$ cat src/rtl/wb_intercon.sv
// rtl/wb_intercon.sv - parametrised shared-bus Wishbone interconnect (N masters, M slaves)
//
// Ports:
//   clk, reset_n                      clock, asynchronous active-low reset
//   m_adr_i/m_dat_i/m_sel_i/m_we_i    flattened master request fields
//   m_cyc_i/m_stb_i                   per-master cycle and strobe
//   m_dat_o                           read data broadcast to all masters
//   m_ack_o/m_err_o/m_rty_o           per-master responses (granted master only)
//   s_adr_o/s_dat_o/s_sel_o/s_we_o    shared slave request fields
//   s_cyc_o/s_stb_o                   per-slave cycle and strobe (decoded, one-hot)
//   s_dat_i/s_ack_i/s_err_i/s_rty_i   flattened slave read data and responses
module wb_intercon #(
    parameter int NUM_MASTERS = 2,
    parameter int NUM_SLAVES = 4,
    parameter logic [32*NUM_SLAVES-1:0] SLAVE_BASE = {NUM_SLAVES{32'h0}},
    parameter logic [32*NUM_SLAVES-1:0] SLAVE_MASK = {NUM_SLAVES{32'h0}},
    parameter int TIMEOUT = 255,
    parameter int ARB_MODE = 0
) (
    input  logic                      clk,
    input  logic                      reset_n,
    input  logic [32*NUM_MASTERS-1:0] m_adr_i,
    input  logic [32*NUM_MASTERS-1:0] m_dat_i,
    input  logic [4*NUM_MASTERS-1:0]  m_sel_i,
    input  logic [NUM_MASTERS-1:0]    m_we_i,
    input  logic [NUM_MASTERS-1:0]    m_cyc_i,
    input  logic [NUM_MASTERS-1:0]    m_stb_i,
    output logic [31:0]               m_dat_o,
    output logic [NUM_MASTERS-1:0]    m_ack_o,
    output logic [NUM_MASTERS-1:0]    m_err_o,
    output logic [NUM_MASTERS-1:0]    m_rty_o,
    output logic [31:0]               s_adr_o,
    output logic [31:0]               s_dat_o,
    output logic [3:0]                s_sel_o,
    output logic                      s_we_o,
    output logic [NUM_SLAVES-1:0]     s_cyc_o,
    output logic [NUM_SLAVES-1:0]     s_stb_o,
    input  logic [32*NUM_SLAVES-1:0]  s_dat_i,
    input  logic [NUM_SLAVES-1:0]     s_ack_i,
    input  logic [NUM_SLAVES-1:0]     s_err_i,
    input  logic [NUM_SLAVES-1:0]     s_rty_i
);
    localparam int MW = (NUM_MASTERS > 1) ? $clog2(NUM_MASTERS) : 1;
    localparam int SW = (NUM_SLAVES > 1) ? $clog2(NUM_SLAVES) : 1;
    // Wide enough to hold the value TIMEOUT itself
    localparam int TW = $clog2(TIMEOUT + 2);

    typedef enum logic {IDLE, BUSY} state_t;

    state_t          state;
    logic [MW-1:0]   grant;
    logic [MW-1:0]   ptr;
    logic [TW-1:0]   tcnt;
    logic            unmapped_err;

    // Arbitration
    logic [MW-1:0]   next_grant;
    logic            found;
    int              arb_idx;

    always_comb begin
        next_grant = '0;
        found      = 1'b0;
        arb_idx    = 0;
        for (int i = 0; i < NUM_MASTERS; i++) begin
            arb_idx = (ARB_MODE == 0) ? (int'(ptr) + i) % NUM_MASTERS : i;
            if (!found && m_cyc_i[arb_idx[MW-1:0]]) begin
                found      = 1'b1;
                next_grant = arb_idx[MW-1:0];
            end
        end
    end

    // Granted master's request, zero when idle
    logic busy, g_cyc, g_stb;

    assign busy    = (state == BUSY);
    assign g_cyc   = busy & m_cyc_i[grant];
    assign g_stb   = g_cyc & m_stb_i[grant];
    assign s_adr_o = busy ? m_adr_i[grant*32 +: 32] : 32'h0;
    assign s_dat_o = busy ? m_dat_i[grant*32 +: 32] : 32'h0;
    assign s_sel_o = busy ? m_sel_i[grant*4 +: 4] : 4'h0;
    assign s_we_o  = busy & m_we_i[grant];

    // Address decode: lowest matching slave wins on overlap
    logic [NUM_SLAVES-1:0] sel_oh;
    logic [SW-1:0]         sel_idx;
    logic                  sel_valid;

    always_comb begin
        sel_oh    = '0;
        sel_idx   = '0;
        sel_valid = 1'b0;
        for (int k = 0; k < NUM_SLAVES; k++) begin
            if (!sel_valid &&
                ((s_adr_o & SLAVE_MASK[32*k +: 32]) ==
                 (SLAVE_BASE[32*k +: 32] & SLAVE_MASK[32*k +: 32]))) begin
                sel_valid  = 1'b1;
                sel_idx    = SW'(k);
                sel_oh[k]  = 1'b1;
            end
        end
    end

    // Responses from the selected slave
    logic r_ack, r_err, r_rty, resp_any, expire;

    assign r_ack    = g_cyc & sel_valid & s_ack_i[sel_idx];
    assign r_err    = g_cyc & sel_valid & s_err_i[sel_idx];
    assign r_rty    = g_cyc & sel_valid & s_rty_i[sel_idx];
    assign resp_any = r_ack | r_err | r_rty;
    // Expiry depends only on registered state so the forced strobe drop
    // never forms a loop through a combinational slave response.
    assign expire   = (TIMEOUT > 0) && g_stb && sel_valid && (tcnt == TW'(TIMEOUT));

    assign s_cyc_o = g_cyc ? sel_oh : '0;
    assign s_stb_o = (g_stb && !expire) ? sel_oh : '0;
    assign m_dat_o = (busy && sel_valid) ? s_dat_i[sel_idx*32 +: 32] : 32'h0;

    always_comb begin
        m_ack_o = '0;
        m_err_o = '0;
        m_rty_o = '0;
        if (busy) begin
            m_ack_o[grant] = r_ack;
            m_err_o[grant] = r_err | unmapped_err | (expire & ~resp_any);
            m_rty_o[grant] = r_rty;
        end
    end

    always_ff @(posedge clk or negedge reset_n) begin
        if (!reset_n) begin
            state        <= IDLE;
            grant        <= '0;
            ptr          <= '0;
            tcnt         <= '0;
            unmapped_err <= 1'b0;
        end else begin
            case (state)
                IDLE: begin
                    tcnt         <= '0;
                    unmapped_err <= 1'b0;
                    if (found) begin
                        grant <= next_grant;
                        state <= BUSY;
                    end
                end
                BUSY: begin
                    if (!m_cyc_i[grant]) begin
                        state        <= IDLE;
                        tcnt         <= '0;
                        unmapped_err <= 1'b0;
                        if (ARB_MODE == 0)
                            ptr <= (int'(grant) == NUM_MASTERS - 1) ? '0 : grant + 1'b1;
                    end else begin
                        // Alternates so a held strobe sees one err per strobe
                        unmapped_err <= g_stb & ~sel_valid & ~unmapped_err;
                        if (g_stb && sel_valid && !resp_any && !expire)
                            tcnt <= tcnt + 1'b1;
                        else
                            tcnt <= '0;
                    end
                end
                default: state <= IDLE;
            endcase
        end
    end
endmodule

$ cat config.mk
export PLATFORM = sky130hd
export DESIGN_NAME = wb_intercon
export DESIGN_NICKNAME = d
export VERILOG_FILES = /design/src/rtl/wb_intercon.sv
export SDC_FILE = /design/constraint.sdc
export NUM_CORES = 1
export LEC_CHECK = 0
export ABC_CLOCK_PERIOD_IN_PS = 2590
export CAP_MARGIN = 10
export CORE_AREA = 2 2 155 157
export CTS_CLUSTER_DIAMETER = 60
export DETAILED_ROUTE_END_ITERATION = 8
export DIE_AREA = 0 0 157 159
export GPL_ROUTABILITY_DRIVEN = 1
export PLACE_DENSITY = 0.55
export SETUP_SLACK_MARGIN = 0.15
export SLEW_MARGIN = 20
export SYNTH_ARGS = -nofsm -noshare
export SYNTH_HDL_FRONTEND = slang
export SYNTH_SLANG_ARGS = --single-unit
$ cat constraint.sdc
create_clock -name clk -period 2.59 [get_ports clk]
set_input_delay 0.3885 -clock clk [delete_from_list [all_inputs] [get_ports clk]]
set_output_delay 0.3885 -clock clk [all_outputs]
set_load 0.005 [all_outputs]
Word-level counts from Yosys, hierarchy flattened
Cells that the tools add are included.
Widths: inputs -> output; s select.

word-level totals
  logic and storage cells = 74
  bits of input ports = 284
  output and inout bits = 115
  bits in writable memories = 0
  bits in latches = 0
  memories = 0
  memory bits (read-only) = 0
  register bits after elaboration = 12

operators by class
  multipliers = 0
  muxes and demuxes = 32
  $add $sub $neg = 3
  equal/unequal tests = 1
  order comparisons = 4
  shifts and indexed selects = 3
  bitwise logic cells = 16
  div/mod/pow operators = 0
  reductions and logical operators = 11

operator list
  operator             number
  $shiftx 64x7->32     2
  $mux 32              3
  $mux 1               20
  $mux 9               2
  $pmux 9 s2           1
  $add 9x1->9 const B  1
  $eq 9x8->1 const B   1
  $shiftx 8x4->4       1
  $and 1x1->1          7
  $and 2x2->2          3
  $logic_and 1x1->1    6
  $lt 1x2->1 const B   3
  $mux 2               3
  $mux 4               1
  $reduce_and 2->1     2
  $logic_not 1->1      3
  $not 1->1            3
  $or 1x1->1           3
  $add 1x1->1 const B  2
  $pmux 1 s2           1
  $demux 1 s1          1
  $ge 1x1->1 const B   1

Depth between registers and ports, before layout
  depth after elaboration = 12
  gate-level depth with buffers = 6
  depth with buffers taken out = 6

Worst setup path before layout
No wires, ideal clock.

  path kind = flip-flop to output port
  from = register tcnt[0]
  to = output port s_stb_o[0]
  slack = 0.879 ns
  required time = 2.202 ns
  stages on the path, launching flop included = 7
  buffers on the path = 0
  data arrival time = 1.323 ns
  cell sequence = dfrtp_1 > ha_1 > nand3_1 > nor3_1 > ha_1 > o21bai_2 > inv_1

on the way
  word-level cells in the longest chain between the ends = 5

ends and longest elaborated chain
  item                      RTL line  text
  start: declaration        53        logic [TW-1:0] tcnt;
  start signal: assignment  159       tcnt <= tcnt + 1'b1;
  $eq 9x8->1                114       assign expire = (TIMEOUT > 0) && g_stb && sel_valid && (tcnt == TW'(TIMEOUT));
  $logic_and 1x1->1         114
  $logic_not 1->1           117       assign s_stb_o = (g_stb && !expire) ? sel_oh : '0;
  $logic_and 1x1->1         117
  $mux 1                    117
  end: declaration          37        output logic [NUM_SLAVES-1:0] s_stb_o,

Every way passes these cells.

Worst setup path after layout
  from = register tcnt[1]
  to = output port m_err_o[1]

on the way
  word-level cells in the longest chain between the ends = 6

ends and longest elaborated chain
  item                          RTL line  text
  $eq 9x8->1                    114
  $logic_and 1x1->1             114
  $and 1x1->1                   126       m_err_o[grant] = r_err | unmapped_err | (expire & ~resp_any);
  $or 1x1->1                    126
  $and 2x2->2 (no source line)  -
  $mux 2                        124       if (busy) begin
  end: declaration              30        output logic [NUM_MASTERS-1:0] m_err_o,

Every way passes these cells.

==> impl_results.md <==
* Status: complete, no violations
* Post-Route Setup TNS at 0 ns
* Vias in the first global route at 2785
* Startpoint types: flip-flop
* Die Width at 157 um
* Via Count at 2924
* Critical Path Fanout Max at 4
* Post-Place Cells at 869
* Initial antenna violation count at 0
* Worst vdd ir at about 0.22 mV
* # diodes at 0
* Yosys warning count at 0
* Setup violation total in the final timing report at 0
* CTS tree: built
* Min Tclk post-route at 2.42 ns
* Most frequent cell after synthesis: nor2_1
* Placement Cell Area at 5280 um2
* Met2 WL post-DR at 5.21 mm
* DRC errors left at 0
* Clk sink count at 12
* Syn_area_per_cell at approximately 7.3 um2
* Met3 wirelength from detailed routing at 984 um
* Clock transition at path regs at 0.04 ns
* Synthesized instance count at 271
* Post-synth EDFFs at 0
* Mapped Area at 1990 um2
* IO Pins at approximately 400
* Root buffer cell: clkbuf_16
* Final WL at 10.2 mm
* All-Layer GR Usage at between 7 and 8%
* Vias/cell at 3.33
* Pin count of the biggest net entering global routing at 64
* Initial Utilization at 8.57%
* Final Max Slew Viols at 0
* Gp weighted congestion at 0.746
* Area leader, netlist: mux2i_1
* Hold Crit Class: in -> async
* Non-filler cells, final at 877
* Top sig layer: met4
* Overall power at 3.28 mW
* Skew final at 0.00301 ns
* Num rows at 56
* Die Ht at 159 um
* Sw Pwr at between 1 and 1.5 mW
* Largest cells by area after synthesis: mux2i_1 (35%), dfrtp_1 (15%), nor2_1 (13%)
* Layout cells sized above 1 at 5.91%
* DP Wirelength at 8.50 mm
* Maxcap violations at 0
* Port Buffer Count at 287
* ANT nets after route at 0
* Fin. Hold Viols at 0
* Slew @ Worst Pin at 0.550 ns
* Placeable Area at ~23000 um2
* Clock power frac at 9.6%
* Top post-synthesis cells by count: nor2_1 (71), mux2i_1 (69), and2_1 (32)
* Met1 Routed Length at 3.96 mm
* Reg power frac at 7.8%
* Mean routed wirelength per cell at 11.7 um
* P_int at 2.11 mW
* Cell variety after synth at 32
* Flop and latch count out of synthesis at 12
* Total grt overflow at 0
* Delay-heaviest family, CP: buffers and inverters
* RSZ-0062 raised after global routing: yes
* WP buf/inv at 1
* Crit path max-delay cell type: clkdlybuf4s50_1
* Final Cycle Share at between 90% and 100%
* Slew headroom at 63.2%
* DRT Pass-1 Iters at 4
* Clock buffer depth at 2
* Post-synth top area share at approximately a third
* Final Cell Area at approximately 5400 um2
* Fillers at 2511
* H-tree levels at 1
* Worst path cell trace: ha_2 -> nand3_2 -> nor3_2 -> ha_1 -> nand3_1 -> o21ai_0 -> clkdlybuf4s50_1
* Max Freq at about 0.41 GHz
* Crit-path max cell delay at between 0.5 and 0.6 ns
* Prevailing post-synth register cell: dfrtp_1
* Sequential area share after synthesis at 15.1%
* First-pass GRT wire length at 14.7 mm
* Async S/R FF share, synth at 100%
* Critical Path RT at 2.20 ns
* Comb power frac at 82.6%
* DIE AREA at approximately 25000 um2
* Critical path arrival at a little over 2 ns
* Layout area overhead at 174%
* Layout Nets at 845
* Net Sw Frac at between 30% and 40%
* Critical Path End Type: primary output
* Pwr per Cell Area at 603 nW/um2
* Insertion delay to the later sink of the worst-skew pair at between 0.2 and 0.25 ns
* Iteration-0 DRC Markers at 99
* LEAKAGE at ~2.2 nW
* Setup CP Type: reg -> out
* Number of CTS-inserted buffers at 3
metal layers:
layer | global-route usage (%) | vias to the layer above
met5 | 0 | -
met4 | 1.08 | 0
met3 | 1.42 | 8
met2 | 14.3 | 168
met1 | 8.19 | 1271
li1 | - | 1477
power groups by stage:
stage / clock network (mW) / logic (mW) / registers [mW]
after detailed placement: 0 / 2.64 / 0.304
after global placement: 0 / 2.66 / 0.301
final: 0.314 / 2.71 / 0.256
after floorplan: 0 / 1.18 / 0.228
after global routing: 0.331 / 2.93 / 0.261
after CTS: 0.321 / 2.77 / 0.257
kinds of logic (layout without fill, tap and decap cells):
kind of cell               count (synthesis)  count (layout)  synth area share, %
buffers and inverters                     34             316                 8.62
muxes                                     70              70                 35.4
xor gates and xnor gates                   3               3                 1.32
DFF                                       12              12                 15.1
other                                      1               6                0.189
AOI/OAI and AO/OA                         17              17                 5.22
and+or+nand+nor                          132             132                 32.9
adders and majority gates                  2               2                 1.26
metrics by stage:
stage | util (%) | worst slack [ns] | hold slack, ns
final | 23.5 | 0.168 | 0.509
after global routing | 23.5 | 0.0477 | 0.566
after CTS | 23.5 | 0.170 | 0.530
after detailed placement | 22.8 | 0.0601 | 0.497
after global placement | 22.8 | 0.0508 | 0.488
after floorplan | - | 0.879 | 0.0929
state kept, by name (all words and copies together), names as in the netlist:
signal / flops
ptr: 1
busy: 1
tcnt: 9
grant: 1
layout make-up:
type | instances | area (um2) | area share, %
repair buffers | 306 | 3060 | 56.2
multi-input cells | 230 | 1570 | 28.8
well taps | 319 | 399 | 7.34
flip-flops and latches | 12 | 304 | 5.59
clock buffers | 4 | 88.8 | 1.63
inverters | 6 | 22.5 | 0.414
cell usage in the layout (no fill, tap or decap), types with 5 or more instances in the layout:
master,n
mux2i_1,69
nor2_1,71
dfrtp_1,11
conb_1,6
clkdlybuf4s50_1,285
inv_1,5
buf_4,15
nor3_1,6
o21ai_0,9
and2_1,32
path summary, 6_finish.rpt:
check                                     to              start  slack [ns]  depth (start not counted)
max reg2reg                tcnt[5]$_DFF_PN0_  tcnt[1]$_DFF_PN0_        0.92                          7
min                        tcnt[8]$_DFF_PN0_            reset_n        0.51                          1
min in group clk             ptr$_DFFE_PN0P_    ptr$_DFFE_PN0P_        0.56                          2
min reg2reg                  ptr$_DFFE_PN0P_    ptr$_DFFE_PN0P_        0.56                          2
max in group asynchronous  grant$_DFFE_PN0P_            reset_n        1.67                          1
max                               m_err_o[1]  tcnt[1]$_DFF_PN0_        0.17                          7
repair_timing:
| item | 4_1_cts | 5_1_grt |
|---|---|---|
| endpoints found under the setup margin | 21 | 4 |
| hold endpoints to repair | 0 | 0 |
| resized for setup | 7 | 1 |
| hold buffers | 0 | 0 |
| setup buffers | 4 | 0 |
Note: power is estimated with default switching activity, not from simulation.
